**config.mk**
```make
export PLATFORM = sky130hd
export DESIGN_NAME = anneal_accept_ctrl
export DESIGN_NICKNAME = d
export VERILOG_FILES = /design/src/rtl/anneal_accept_ctrl.sv
export SDC_FILE = /design/constraint.sdc
export NUM_CORES = 1
export LEC_CHECK = 0
export CORE_MARGIN = 1.5
export CORE_UTILIZATION = 44
export CTS_CLUSTER_SIZE = 14
export DETAILED_ROUTE_END_ITERATION = 10
export HOLD_SLACK_MARGIN = 0.15
export MAX_ROUTING_LAYER = met4
export PLACE_DENSITY = 0.85
export SYNTH_ARGS = -nofsm -noshare
export SYNTH_HDL_FRONTEND = slang
export SYNTH_SLANG_ARGS = --single-unit
```
**constraint.sdc**
```tcl
create_clock -name clk -period 3.9 [get_ports clk]
set_input_delay 1.17 -clock clk [delete_from_list [all_inputs] [get_ports clk]]
set_output_delay 1.17 -clock clk [all_outputs]
set_load 0.03 [all_outputs]
```
**src/rtl/anneal_accept_ctrl.sv**
```systemverilog
// anneal_accept_ctrl: annealing accept/reject sequencer with LFSR draw and cooling schedule.
// Optional ANNEAL_FASTPATH_EN: improving or equal moves bypass prob_computer and are accepted.
module anneal_accept_ctrl #(
    parameter int unsigned ITERS_PER_TEMP = 1024,
    parameter int unsigned TIMEOUT = 255,
    parameter logic [31:0] LFSR_SEED = 32'hACE12345
) (
    input  logic        clk,
    input  logic        rst,
    input  logic        start,
    input  logic [31:0] tinv_init,
    input  logic [31:0] tinv_step,
    input  logic [31:0] tinv_max,
    input  logic        cand_valid,
    output logic        cand_ready,
    input  logic [31:0] cand_new,
    input  logic [31:0] cand_old,
    output logic        pc_valid,
    output logic [31:0] pc_new,
    output logic [31:0] pc_old,
    output logic [31:0] pc_tinv,
    input  logic [31:0] pc_out,
    input  logic        pc_out_valid,
    output logic        dec_valid,
    output logic        dec_accept,
    output logic [31:0] tinv,
    output logic        done,
    output logic        timeout_err
);
    typedef enum logic [2:0] {STOP, IDLE, ISSUE, WAIT, DECIDE} state_t;
    localparam logic [7:0] TMO_LAST = 8'(TIMEOUT - 1);
    localparam logic [16:0] ITER_LAST = 17'(ITERS_PER_TEMP - 1);
    state_t state, state_nx;
    logic [31:0] lfsr;
    logic [16:0] iter;
    logic [7:0] tcnt;
    logic acc, fast, wrap, tmo;
    logic [32:0] tinv_sum;
    logic [31:0] tinv_nx;
`ifdef ANNEAL_FASTPATH_EN
    assign fast = cand_new <= cand_old;
`else
    assign fast = 1'b0;
`endif
    assign cand_ready = state == IDLE;
    assign pc_valid = state == ISSUE;
    assign dec_valid = state == DECIDE;
    assign dec_accept = dec_valid & acc;
    assign tmo = tcnt == TMO_LAST;
    assign wrap = iter == ITER_LAST;
    assign tinv_sum = {1'b0, tinv} + {1'b0, tinv_step};
    assign tinv_nx = !wrap ? tinv : tinv_sum[32] ? 32'hFFFFFFFF : tinv_sum[31:0];
    always_comb begin
        state_nx = state;
        case (state)
            STOP:    state_nx = start ? IDLE : STOP;
            IDLE:    state_nx = !cand_valid ? IDLE : fast ? DECIDE : ISSUE;
            ISSUE:   state_nx = WAIT;
            WAIT:    state_nx = (pc_out_valid || tmo) ? DECIDE : WAIT;
            DECIDE:  state_nx = tinv_nx >= tinv_max ? STOP : IDLE;
            default: state_nx = STOP;
        endcase
    end
    always_ff @(posedge clk or negedge rst) begin
        if (!rst) state <= STOP;
        else state <= state_nx;
    end
    always_ff @(posedge clk or negedge rst) begin
        if (!rst) begin
            pc_new <= '0;
            pc_old <= '0;
            pc_tinv <= '0;
            tinv <= '0;
            done <= 1'b0;
            timeout_err <= 1'b0;
            lfsr <= LFSR_SEED;
            iter <= '0;
            tcnt <= '0;
            acc <= 1'b0;
        end else begin
            case (state)
                STOP: if (start) begin
                    tinv <= tinv_init;
                    iter <= '0;
                    done <= 1'b0;
                end
                // operands are captured at the handshake so they are already stable while pc_valid is high
                IDLE: if (cand_valid) begin
                    pc_new <= cand_new;
                    pc_old <= cand_old;
                    acc <= 1'b1;
                    if (!fast) pc_tinv <= tinv;
                end
                ISSUE: tcnt <= '0;
                WAIT: begin
                    if (pc_out_valid) acc <= {8'h00, lfsr[23:0]} < pc_out;
                    else if (tmo) begin
                        acc <= 1'b0;
                        timeout_err <= 1'b1;
                    end else tcnt <= tcnt + 8'd1;
                end
                DECIDE: begin
                    lfsr <= lfsr[0] ? (lfsr >> 1) ^ 32'h80200003 : lfsr >> 1;
                    iter <= wrap ? '0 : iter + 17'd1;
                    tinv <= tinv_nx;
                    if (tinv_nx >= tinv_max) done <= 1'b1;
                end
                default: ;
            endcase
        end
    end
endmodule

```
==> results.py, run 1 <==
metrics = {
    "outcome": {
        "outcome": "finished, violations left",
        "violations": "setup timing",
    },
    "worst_hold_path": {
        "holdPathEnd": "lfsr[31]",
        "hold_path.class": "reg -> reg",
        "hold_path_depth": 2,
        "min_from": "lfsr[31]",
    },
    "place": {
        "portBuffers": 330,
        "placed_area_sq_mm": 0.0164,
        "pre_cts_ws_ns": -1.93,
        "placed_cells": 1979,
        "gp_congestion": 0.949,
        "dp_hpwl_mm": 29.5,
    },
    "final_layout": {
        "fin_cells": 2033,
        "nets": 1975,
        "area_delta_synth_final_pct": 57.9,
        "drive_gt1_share_pct": 27.6,
        "design_area_sq_mm": 0.0176,
        "fin_util_pct": 70.3,
    },
    "cts": {
        "clock_latency_ns": 0.45,
        "cts.clk_slew.worst_paths_ns": 0.08,
        "cts_max_path_buffers": 2,
        "tritoncts": "done",
        "cts_made_buffers": 17,
        "cts-root-buf": "clkbuf_16",
        "clock_sinks": 191,
        "cts_max_level": 4,
    },
    "floorplanning": {
        "dieHeight_um": 162,
        "die_x_um": 162,
        "ioPinCount": 331,
        "initial_core_util_pct": 44.5,
        "coreArea_sq_mm": 0.0250,
        "rows": 58,
        "die_area_sq_mm": 0.0263,
    },
    "timing": {
        "timing.final.hold_violations": 0,
        "relSlewSlack_pct": 42.8,
        "setup_viol": 2,
        "finalCritPeriodShare_pct": 121,
        "rsz0062_at_grt": "true",
        "final-max-slew-violation-count": 0,
        "tightest_slew_ns": 0.854,
        "clock_skew_ns": 0.0127,
        "fin_ws_ns": -0.838,
        "fmax_mhz": 211,
        "fin_crit_ns": 4.74,
    },
    "worst_setup_path": {
        "crit_fanout": 4,
        "r2r-end": "done",
        "end_kind": "flop",
        "cp.required_ns": 4.24,
        "rr_worst_depth": 20,
        "arrival_ns": 5.08,
        "cp-start-kind": "input pin",
        "path_class": "in -> reg",
        "r2r_setup_slack_ns": -0.45,
        "r2r_start": "tinv[0]",
    },
    "job": {
        "maxCapViolations": 0,
    },
    "power": {
        "p_leak_nw": 8.28,
        "ir_worst_vdd_v": 0.000426,
        "power_density_mw_per_mm2": 766,
    },
    "drt": {
        "highest_layer": "met4",
        "wl_met3_mm": 2.52,
        "drc": 0,
        "met1_length_mm": 16.0,
        "wirelength_mm": 39.5,
        "routed_via_density": 5.53,
        "met2_length_mm": 19.5,
        "via_count": 11200,
        "final_antenna_net_count": 0,
        "firstDrtPassIters": 5,
        "wl_per_cell_um": 19.4,
        "drtIter0Drc": 799,
    },
    "grt": {
        "grt_max_degree": 75,
        "grtUsageTotal_pct": 30.5,
        "grt_pass1_wl_mm": 60.8,
        "antenna_found_initial": 3,
        "grt_pass1_vias": 11500,
        "overflow": 0,
    },
    "synth": {
        "synth.avg_cell_area_sq_um": 9.77,
        "yosysTopAreaCell": "dfrtp_1",
        "synth_cells": 1142,
        "synth_nets": 1430,
        "synth_top_cells_by_area": "dfrtp_1, ha_1, mux2_2",
        "synthesis.area_sq_mm": 0.0112,
        "synthFlopType": "dfrtp_1",
        "ys_seq_area_share_pct": 43.0,
        "yosysUniqueCellTypes": 62,
        "yosysWarningCount": 0,
        "ys_async_sr_fraction_pct": 100,
        "ys_ff_latch": 191,
        "synth_edf_count": 0,
        "synth_top_area_share_pct": 39.7,
    },
}
==> cell type report <==
cell class                      count  area, sq um
Fill cell                        1773         7420
Multi-Input combinational cell    847         6430
Inverter                           60          225
Clock inverter                     15          195
Clock buffer                       17          425
Sequential cell                   191         4800
Tap cell                          330          413
Antenna cell                        3         7.51
Timing Repair Buffer              570         5120
==> report_power, final <==
part	switching, mW	internal, mW
Sequential	0.483	2.71
Combinational	4.35	4.08
Clock	0.968	0.888
==> stage by stage <==
step / setup TNS, ns / total power [mW] / hold slack (ns)
after floorplan: -1.48 / 7.33 / 0.435
after global placement: -10.31 / 10.9 / 0.445
after detailed placement: -12.48 / 11.0 / 0.449
after CTS: -1.40 / 13.2 / 0.464
after global routing: -1.99 / 14.2 / 0.487
final: -1.62 / 13.5 / 0.464
==> placed cells by master (no fill, tap or decap), types with 11 or more instances in the layout <==
cell type,netlist,final
nand2_1,158,156
ha_1,90,69
nand4_1,22,22
and3_1,12,12
dlygate4sd2_1,0,17
nand3_1,22,21
ha_4,0,14
a21oi_2,1,13
clkdlybuf4s50_1,0,306
inv_1,59,59
a21oi_1,82,70
buf_4,0,233
nor2_1,74,74
dfstp_2,14,14
dfrtp_1,177,177
o21ai_0,58,47
clkbuf_16,0,17
a31oi_1,11,11
xnor2_1,18,18
o22a_1,11,11
xor2_1,24,24
a21o_1,45,45
mux2_2,97,97
==> cells by family (layout without fill, tap and decap cells) <==
logic type	Yosys count	after routing	synth area share (%)
AO/OA/AOI/OAI	280	280	16.2
XOR/XNOR	42	42	3.30
adder cells (fa/ha/maj)	91	91	10.3
buffers and inverters	104	662	3.60
flip-flops	191	191	43.0
multiplexers	100	100	10.1
other	0	3	0
AND/OR/NAND/NOR	334	334	13.5
==> Yosys cell counts (5+ instances only) <==
master and n:
o211ai_1 8, o22ai_1 6, dfrtp_1 177, nor2_1 74, o22a_1 11, nor3_1 10, nand3_1 22, xnor2_1 18
a22o_1 8, inv_1 59, o31ai_1 5, nand2_1 158, mux2_2 97, a31oi_1 11, a21o_1 45, and4_1 5
a21oi_1 82, nand4_1 22, or3_1 5, and3_1 12, o21a_1 6, xor2_1 24, a22oi_1 8, o21ai_0 58
clkbuf_1 36, a211oi_1 5, nand2b_1 6, ha_1 90, dfstp_2 14
==> timing repair <==
action / 4_1_cts / 5_1_grt
setup buffers: 15 / 6
resized for setup: 96 / 28
pin swaps: 64 / 40
hold endpoints to repair: 0 / 0
hold buffers: 0 / 0
cloned: 0 / 0
setup endpoints to repair: 4 / 2
==> flip-flops by register name, indices dropped and copies added, names as in the netlist, 3 cells and up <==
name / count
lfsr: 32
pc_new: 32
pc_old: 32
pc_tinv: 32
tinv: 32
iter: 17
tcnt: 8
state: 3
==> worst max-delay path by stage <==
stage | start | to | slack [ns] | cells past startpoint
2_1_floorplan | tinv_step[0] | done | -0.79 | 18
3_3_place_gp | tinv_step[25] | done | -1.72 | 17
3_5_place_dp | tinv_step[0] | done | -1.93 | 19
4_1_cts | tinv_step[0] | done | -0.74 | 18
5_1_grt | tinv_step[0] | done | -1.04 | 21
6_report | tinv_step[0] | done | -0.84 | 21
==> worst max-delay path, cell delays in order <==
cell and delay (ns):
buf_8 0.11, ha_4 0.16, fa_2 0.42, a211oi_2 0.33, o21ai_2 0.12, o2111ai_2 0.19, o211ai_1 0.20, o21bai_4 0.21
buf_6 0.13, o21ai_4 0.08, o22ai_2 0.14, ha_1 0.25, nand2b_4 0.14, a21o_1 0.18, a21o_1 0.18, a21oi_2 0.17
o21ai_2 0.09, a31o_4 0.25, o31ai_4 0.23, a31oi_1 0.12, o21a_1 0.20
==> metal layers <==
metal,track usage [%],vias up
li1,-,5169
met1,35.8,5463
met2,51.5,491
met3,6.49,116
met4,11.6,0
met5,-,-
(Power assumes the default switching activity.)
==> inputs of run 2 (changes only) <==
--- a/config.mk
+++ b/config.mk
@@ -6,12 +6,12 @@
 export NUM_CORES = 1
 export LEC_CHECK = 0
 export CORE_MARGIN = 1.5
-export CORE_UTILIZATION = 44
+export CORE_UTILIZATION = 48
 export CTS_CLUSTER_SIZE = 14
 export DETAILED_ROUTE_END_ITERATION = 10
 export HOLD_SLACK_MARGIN = 0.15
 export MAX_ROUTING_LAYER = met4
-export PLACE_DENSITY = 0.85
+export PLACE_DENSITY = 0.88
 export SYNTH_ARGS = -nofsm -noshare
 export SYNTH_HDL_FRONTEND = slang
 export SYNTH_SLANG_ARGS = --single-unit
==> constraint.sdc (replaced) <==
create_clock -name clk -period 5 [get_ports clk]
set_input_delay 1.5 -clock clk [delete_from_list [all_inputs] [get_ports clk]]
set_output_delay 1.5 -clock clk [all_outputs]
set_load 0.03 [all_outputs]
==> results.py, run 2 (synthesis results as in run 1) <==
metrics = {
    "drt": {
        "wl_per_cell_um": 20.2,
        "drtIter0Drc": 742,
        "firstDrtPassIters": 6,
        "drc": 0,
        "final_antenna_net_count": 0,
        "wirelength_mm": 38.7,
        "routed_via_density": 5.74,
        "via_count": 11000,
    },
    "timing": {
        "finalCritPeriodShare_pct": 98.8,
        "fin_ws_ns": 0.0586,
        "final-max-slew-violation-count": 0,
        "whs_ns": 0.461,
        "clock_skew_ns": 0.0207,
        "fin_crit_ns": 4.94,
        "tightest_slew_ns": 0.934,
        "rsz0062_at_grt": "true",
        "tns_ns": 0,
        "setup_viol": 0,
        "timing.final.hold_violations": 0,
        "fmax_mhz": 202,
        "relSlewSlack_pct": 37.7,
    },
    "power": {
        "pwr-share-clk_pct": 13.5,
        "p_int_mw": 5.84,
        "p_comb_share_pct": 61.2,
        "p_leak_nw": 7.98,
        "sw_frac_of_total_pct": 43.4,
        "p_sw_mw": 4.48,
        "ir_worst_vdd_v": 0.000307,
        "power_density_mw_per_mm2": 604,
        "finalPower_mw": 10.3,
        "pwr-share-seq_pct": 25.2,
    },
    "place": {
        "gp_congestion": 0.968,
        "placed_cells": 1859,
        "placed_area_sq_mm": 0.0158,
        "dp_hpwl_mm": 27.3,
        "portBuffers": 330,
        "pre_cts_ws_ns": -0.878,
    },
    "floorplanning": {
        "die_x_um": 155,
        "die_area_sq_mm": 0.0242,
        "coreArea_sq_mm": 0.0227,
        "initial_core_util_pct": 49.1,
        "ioPinCount": 331,
        "dieHeight_um": 155,
        "rows": 55,
    },
    "worst_setup_path": {
        "cp-start-kind": "input pin",
        "end_kind": "flop",
        "crit_slowest_cell": "clkdlybuf4s50_1",
        "path_class": "in -> reg",
        "cp.required_ns": 5.32,
        "rr_worst_depth": 19,
        "crit_fanout": 5,
        "slowest_delay_ns": 0.48,
        "arrival_ns": 5.26,
        "worstPathCellList": "clkdlybuf4s50_1 -> ha_2 -> a21o_1 -> o21bai_1 -> a22oi_1 -> nand2_1 -> a21oi_2 -> buf_4 -> xor2_1 -> nand2_2 -> o21a_1 -> ha_1 -> nand4_1 -> nor3_4 -> o31ai_1 -> o21ai_1 -> a31o_2 -> o31ai_4 -> a31oi_1 -> o21a_1",
        "crit_top_cell": "o21a_1",
    },
    "outcome": {
        "outcome": "finished clean",
    },
    "worst_hold_path": {
        "hold_path_depth": 2,
        "hold_path.class": "reg -> reg",
    },
    "grt": {
        "antenna_found_initial": 1,
        "grt_pass1_wl_mm": 58.2,
        "grtUsageTotal_pct": 31.8,
        "grt_pass1_vias": 11100,
        "overflow": 0,
        "grt_max_degree": 112,
    },
    "cts": {
        "cts_made_buffers": 17,
        "clock_latency_ns": 0.45,
        "cts_max_path_buffers": 2,
        "cts_hold_buf": 0,
        "cts-root-buf": "clkbuf_16",
        "clock_sinks": 191,
        "tritoncts": "done",
        "cts.clk_slew.worst_paths_ns": 0.08,
        "cts_max_level": 4,
    },
    "job": {
        "maxCapViolations": 0,
    },
    "final_layout": {
        "nets": 1905,
        "fin_util_pct": 75.3,
        "fillers": 1454,
        "final_common_cell": "clkdlybuf4s50_1",
        "design_area_sq_mm": 0.0171,
        "fin_cells": 1916,
        "area_delta_synth_final_pct": 53.3,
        "multi_input_area_sq_mm": 0.00649,
        "final_cell_mix": "clkdlybuf4s50_1, dfrtp_1, buf_4",
        "drive_gt1_share_pct": 24.6,
        "register_area_sq_mm": 0.00480,
    },
}
[run 2: final cells by class]
| type | instances | share of cell area, % |
|---|---|---|
| inverters | 60 | 1.32 |
| clock buffers | 18 | 2.51 |
| multi-input cells | 847 | 38.0 |
| clock inverters | 14 | 0.974 |
| flip-flops and latches | 191 | 28.1 |
| well taps | 285 | 2.09 |
| diodes | 1 | 0.0146 |
| repair buffers | 500 | 27.1 |
[run 2: power by group through the flow]
stage / logic, mW / registers, mW / clock network, mW
after floorplan: 2.21 / 3.49 / 0
after global placement: 5.62 / 2.55 / 0
after detailed placement: 5.72 / 2.60 / 0
after CTS: 5.99 / 2.59 / 1.41
after global routing: 6.66 / 2.67 / 1.47
final: 6.32 / 2.60 / 1.40
[run 2: critical path, delay by kind of cell]
kind	cells	cell delay [ns]
AOI/OAI and AO/OA	11	1.89
buffers and inverters	2	0.62
adders and majority gates	2	0.62
and+or+nand+nor	4	0.41
xor gates and xnor gates	1	0.21
[run 2: what timing repair did]
item                                    in CTS  in global routing
hold endpoints to repair                     0                  0
pin swaps                                   42                 42
gates resized for setup                     70                 50
endpoints found under the setup margin       2                  2
buffers inserted                            16                  9
[run 2: path summary, 6_finish.rpt]
check | slack [ns] | from | end
min in group asynchronous | 1.16 | rst | pc_tinv[11]
worst max-delay path | 0.06 | tinv_step[16] | done
max in group asynchronous | 2.78 | rst | pc_old[9]
worst min-delay path | 0.46 | lfsr[29] | lfsr[29]
worst max register to register | 0.75 | tinv[0] | done
worst min register to register | 0.46 | lfsr[29] | lfsr[29]
[run 2: routing by layer]
layer	vias up	global-route usage, %	wire length [um]
li1	5026	-	-
met1	5318	37.1	15300
met2	533	54.9	19300
met3	130	4.71	2460
met4	0	13.5	1640
met5	-	-	0
==> inputs of run 3 (changes only) <==
--- a/config.mk
+++ b/config.mk
@@ -7,6 +7,7 @@
 export LEC_CHECK = 0
 export CORE_MARGIN = 1.5
 export CORE_UTILIZATION = 48
+export CTS_CLUSTER_DIAMETER = 40
 export CTS_CLUSTER_SIZE = 14
 export DETAILED_ROUTE_END_ITERATION = 10
 export HOLD_SLACK_MARGIN = 0.15
==> results of run 3 <==
No change in the layout: final DEF, timing and power equal those of run 2.
==> edit 1 (config.mk and constraints of run 2) <==
Register the output `timeout_err` once more, cleared by the reset; this adds one clock of latency there. The other outputs are not delayed to match.
--- a/src/rtl/anneal_accept_ctrl.sv
+++ b/src/rtl/anneal_accept_ctrl.sv
@@ -32,2 +32,4 @@
     localparam logic [16:0] ITER_LAST = 17'(ITERS_PER_TEMP - 1);
+
+    logic timeout_err_s0;
     state_t state, state_nx;
@@ -74,3 +76,3 @@
             done <= 1'b0;
-            timeout_err <= 1'b0;
+            timeout_err_s0 <= 1'b0;
             lfsr <= LFSR_SEED;
@@ -98,3 +100,3 @@
                         acc <= 1'b0;
-                        timeout_err <= 1'b1;
+                        timeout_err_s0 <= 1'b1;
                     end else tcnt <= tcnt + 8'd1;
@@ -111,2 +113,10 @@
     end
+    always_ff @(posedge clk or negedge rst) begin
+        if (!rst) begin
+            timeout_err <= '0;
+        end else begin
+            timeout_err <= timeout_err_s0;
+        end
+    end
+
 endmodule
Behaviour: no difference found for any inputs over 4 cycles, from zero or initial values and one cycle with rst low; that may be too few to reach the edited logic, so the function may still have changed.
==> edit 1 against run 2 <==
- the flow now finishes with violations (negative setup slack)
- critical endpoint unchanged
- first-iteration DRC count rose by 20%
- total power fell by 4.0%
- design area fell by 2.5%
- register-to-register slack got worse by 0.27 ns
- sequential share of layout area rose by 0.88 points
- synthesized area rose by 0.45%
- sequential cell count rose by 1
- routed wire length fell by 3.3%
- worst setup slack got worse by 0.30 ns
- global-route usage fell by 0.37 points
==> edit 1: results (changes against run 2) <==
metric,value,unit,change
ys_seq_elements,192,,+0.52%
skew,0.0117,ns,-0.00891 ns
status,"complete, but fails checks",,
fin_tns_setup,-0.424,ns,-0.424 ns
regArea,0.00482,mm^2,+0.52%
setup_viol,2,,+2
worstHoldStart,timeout_err_s0,,
layout.nonclk_buf_share,26.6,%,-0.46 points
vias,10900,,-1.4%
yosys-top-cells-count,"dfrtp_1, nand2_1, mux2_2",,
grt_start_max_net_pins,107,,-4.5%
buffers,474,,-5.2%
drt-wirelength-per-cell,19.5,um,-3.4%
holdWs,0.386,ns,-0.0756 ns
gp_congestion,0.980,,+1.2%
wl_met2,18600,um,-3.8%
clk_share,3.54,%,+0.060 points
drive_above_1_share,20.5,%,-4.1 points
dp.final_hpwl,28200,um,+3.0%
switchingPower,4.27,mW,-4.8%
dp_slack,-1.11,ns,-0.233 ns
ys_seq_area_share,43.0,%,about the same
drtIter0Drc,893,,+20%
syn_nets,1431,,+0.070%
grt_first_pass_wirelength,57900,um,-0.51%
postLayoutCoreUtil,73.1,%,-2.1 points
violations,negative setup slack,,
worst_slack,-0.239,ns,-0.298 ns
crit_fanout,3,,-2
multi_input_area_share,37.0,%,-0.96 points
finalWirelength,37400,um,-3.3%
-- edit 1: changes by cell type after synthesis, sizes merged, moves of 7 or more --
cell	before	now
xor2	24	15
a21oi	83	71
nand3	23	16
o22a	11	20
nand2	158	145
inv	60	67
-- edit 1: worst max path at each step --
stage | end | slack [ns] | cells after the start
global placement | done | -1.02 | 20
detailed placement | done | -1.11 | 20
global route | done | -0.43 | 22
CTS | done | -0.18 | 20
finish | done | -0.24 | 20
floorplan | done | -0.28 | 21
-- edit 1: power groups by stage --
stage,clock [mW],combinational (mW),sequential [mW]
6_report,1.38,5.98,2.55
5_1_grt,1.46,6.34,2.62
4_1_cts,1.40,5.85,2.54
3_5_place_dp,0,5.77,2.57
3_3_place_gp,0,5.64,2.53
2_1_floorplan,0,2.24,3.45
-- edit 1: repair_timing --
action,CTS,global route
buffers inserted,7,4
resized for setup,25,16
setup endpoints to repair,2,2
pin swaps,21,22
hold buffers,0,0
-- edit 1: critical path: stages --
cell and delay (ns):
buf_8 0.10, ha_4 0.15, fa_2 0.34, a211oi_2 0.24, o21ai_2 0.08, o31a_1 0.37
o31ai_4 0.32, o21ai_2 0.09, a2111o_1 0.47, nor2_2 0.14, nor2_1 0.07, ha_1 0.33
a2111oi_4 0.43, nor4b_4 0.09, o2111ai_2 0.23, a21oi_2 0.10, o21ai_1 0.13, and3_1 0.19
nand2b_4 0.13, a21oi_2 0.05
-- edit 1: layer usage --
metal  GRT usage [%]  vias to the layer above
met5               -                        -
li1                -                     4966
met2            52.5                      509
met1            37.6                     5270
met3            5.58                      113
met4            13.3                        0
-- edit 1: cells by family after synthesis --
kind of cell / share of synthesized area (%)
xor gates and xnor gates: 2.97
muxes: 10.4
AOI/OAI and AO/OA: 16.1
DFF: 43.0
adders and majority gates: 10.2
buffers and inverters: 3.79
and+or+nand+nor: 13.5
==> edit 2 (config.mk and constraints of run 2) <==
Made on the original files. The option `ANNEAL_FASTPATH_EN` is turned on by a define.
--- a/src/rtl/anneal_accept_ctrl.sv
+++ b/src/rtl/anneal_accept_ctrl.sv
@@ -2,2 +2,4 @@
 // Optional ANNEAL_FASTPATH_EN: improving or equal moves bypass prob_computer and are accepted.
+`define ANNEAL_FASTPATH_EN
+
 module anneal_accept_ctrl #(
Function: changed (Yosys sat finds a counterexample within 4 cycles, from zero or initial values and one cycle with rst low).
==> edit 2 against run 2 <==
- design area rose by 3.7%
- sequential cell count did not move
- total power rose by 2.8%
- routed wire length rose by 5.3%
- synthesized area rose by 8.5%
- highest routed layer unchanged
- worst setup slack improved by 0.075 ns
- hold slack got worse by 0.0030 ns
- sequential share of layout area fell by 1.0 points
==> edit 2: results (changes against run 2) <==
metric,value,unit,change
status,"complete, no violations",,
slew_headroom,45.5,%,+7.8 points
yosys.cell_types.count,71,,+15%
p_leak,8.43,nW,+5.7%
dp_slack,-0.730,ns,+0.148 ns
syn_avg_cell_area,9.64,um^2,-1.2%
gp_congestion,1.03,,+6.1%
nets,2042,,+7.2%
crit_arrival,5.18,ns,-0.08 ns
grt_first_pass_wirelength,62900,um,+8.1%
grt_usage,31.8,%,about the same
max_stage_delay,0.45,ns,-0.03 ns
viasPerCell,5.64,,-1.8%
dp.final_hpwl,31700,um,+16%
fillCellCount,1729,,+19%
ir_worst_vdd,0.405,mV,+32%
grt_start_max_net_pins,91,,-19%
drive_above_1_share,20.8,%,-3.8 points
yosys-top-cells-count,"dfrtp_1, nand2_1, ha_1",,
syn_nets,1575,,+10%
grt_pass1_vias,11900,,+6.7%
drt-wirelength-per-cell,19.8,um,-2.0%
postLayoutCoreUtil,72.3,%,-3.0 points
antenna_found_initial,1,,unchanged
skew,0.0210,ns,+0.000332 ns
crit_fanout,4,,-1
finalWirelength,40800,um,+5.3%
synthTopCellsByArea,"dfrtp_1, ha_1, mux2_2, nand2_1, a21oi_1",,
-- edit 2: routing by layer --
metal | share of wire (%) | up-vias | wire length (um) | track usage (%)
met5 | 0 | - | 0 | -
met2 | 47 | 559 | 19200 | 51.6
met3 | 8.8 | 84 | 3580 | 7.58
met4 | 3.8 | 0 | 1550 | 13.5
met1 | 40 | 5579 | 16400 | 38.0
li1 | - | 5398 | - | -
-- edit 2: power by group --
part           switching [mW]  total, mW  internal (mW)
clock                   0.710       1.40          0.690
combinational            3.37       6.52           3.15
sequential              0.540       2.69           2.15
total                    4.62       10.6           5.98
-- edit 2: kinds of logic after synthesis --
family	share of synthesized area [%]
AO/OA/AOI/OAI	15.9
XOR/XNOR	2.82
adder cells (fa/ha/maj)	12.8
buffers and inverters	4.72
flip-flops	39.6
multiplexers	10.4
AND/OR/NAND/NOR	13.7
-- edit 2: final cells by class --
cell class / instances / area share [%]
Tap cell: 324 / 2.29
Inverter: 94 / 1.99
Antenna cell: 1 / 0.0141
Timing Repair Buffer: 492 / 25.8
Clock buffer: 18 / 2.48
Sequential cell: 191 / 27.1
Multi-Input combinational cell: 926 / 39.4
Clock inverter: 14 / 0.931
-- edit 2: path summary, 6_finish.rpt --
path	slack, ns	endpoint	depth (start not counted)	start
max in group asynchronous	2.83	lfsr[21]	2	rst
setup reg to reg	0.97	done	18	tinv[0]
min in group asynchronous	1.09	pc_tinv[16]	1	rst
hold reg to reg	0.46	lfsr[26]	2	lfsr[27]
hold / removal	0.46	lfsr[26]	2	lfsr[27]
setup / recovery	0.13	done	19	tinv_step[13]
-- edit 2: what timing repair did --
| item | 4_1_cts | 5_1_grt |
|---|---|---|
| pin swaps | 7 | 30 |
| endpoints found under the setup margin | 2 | 2 |
| cloned | 0 | 0 |
| setup buffers | 1 | 7 |
| resized for setup | 7 | 50 |
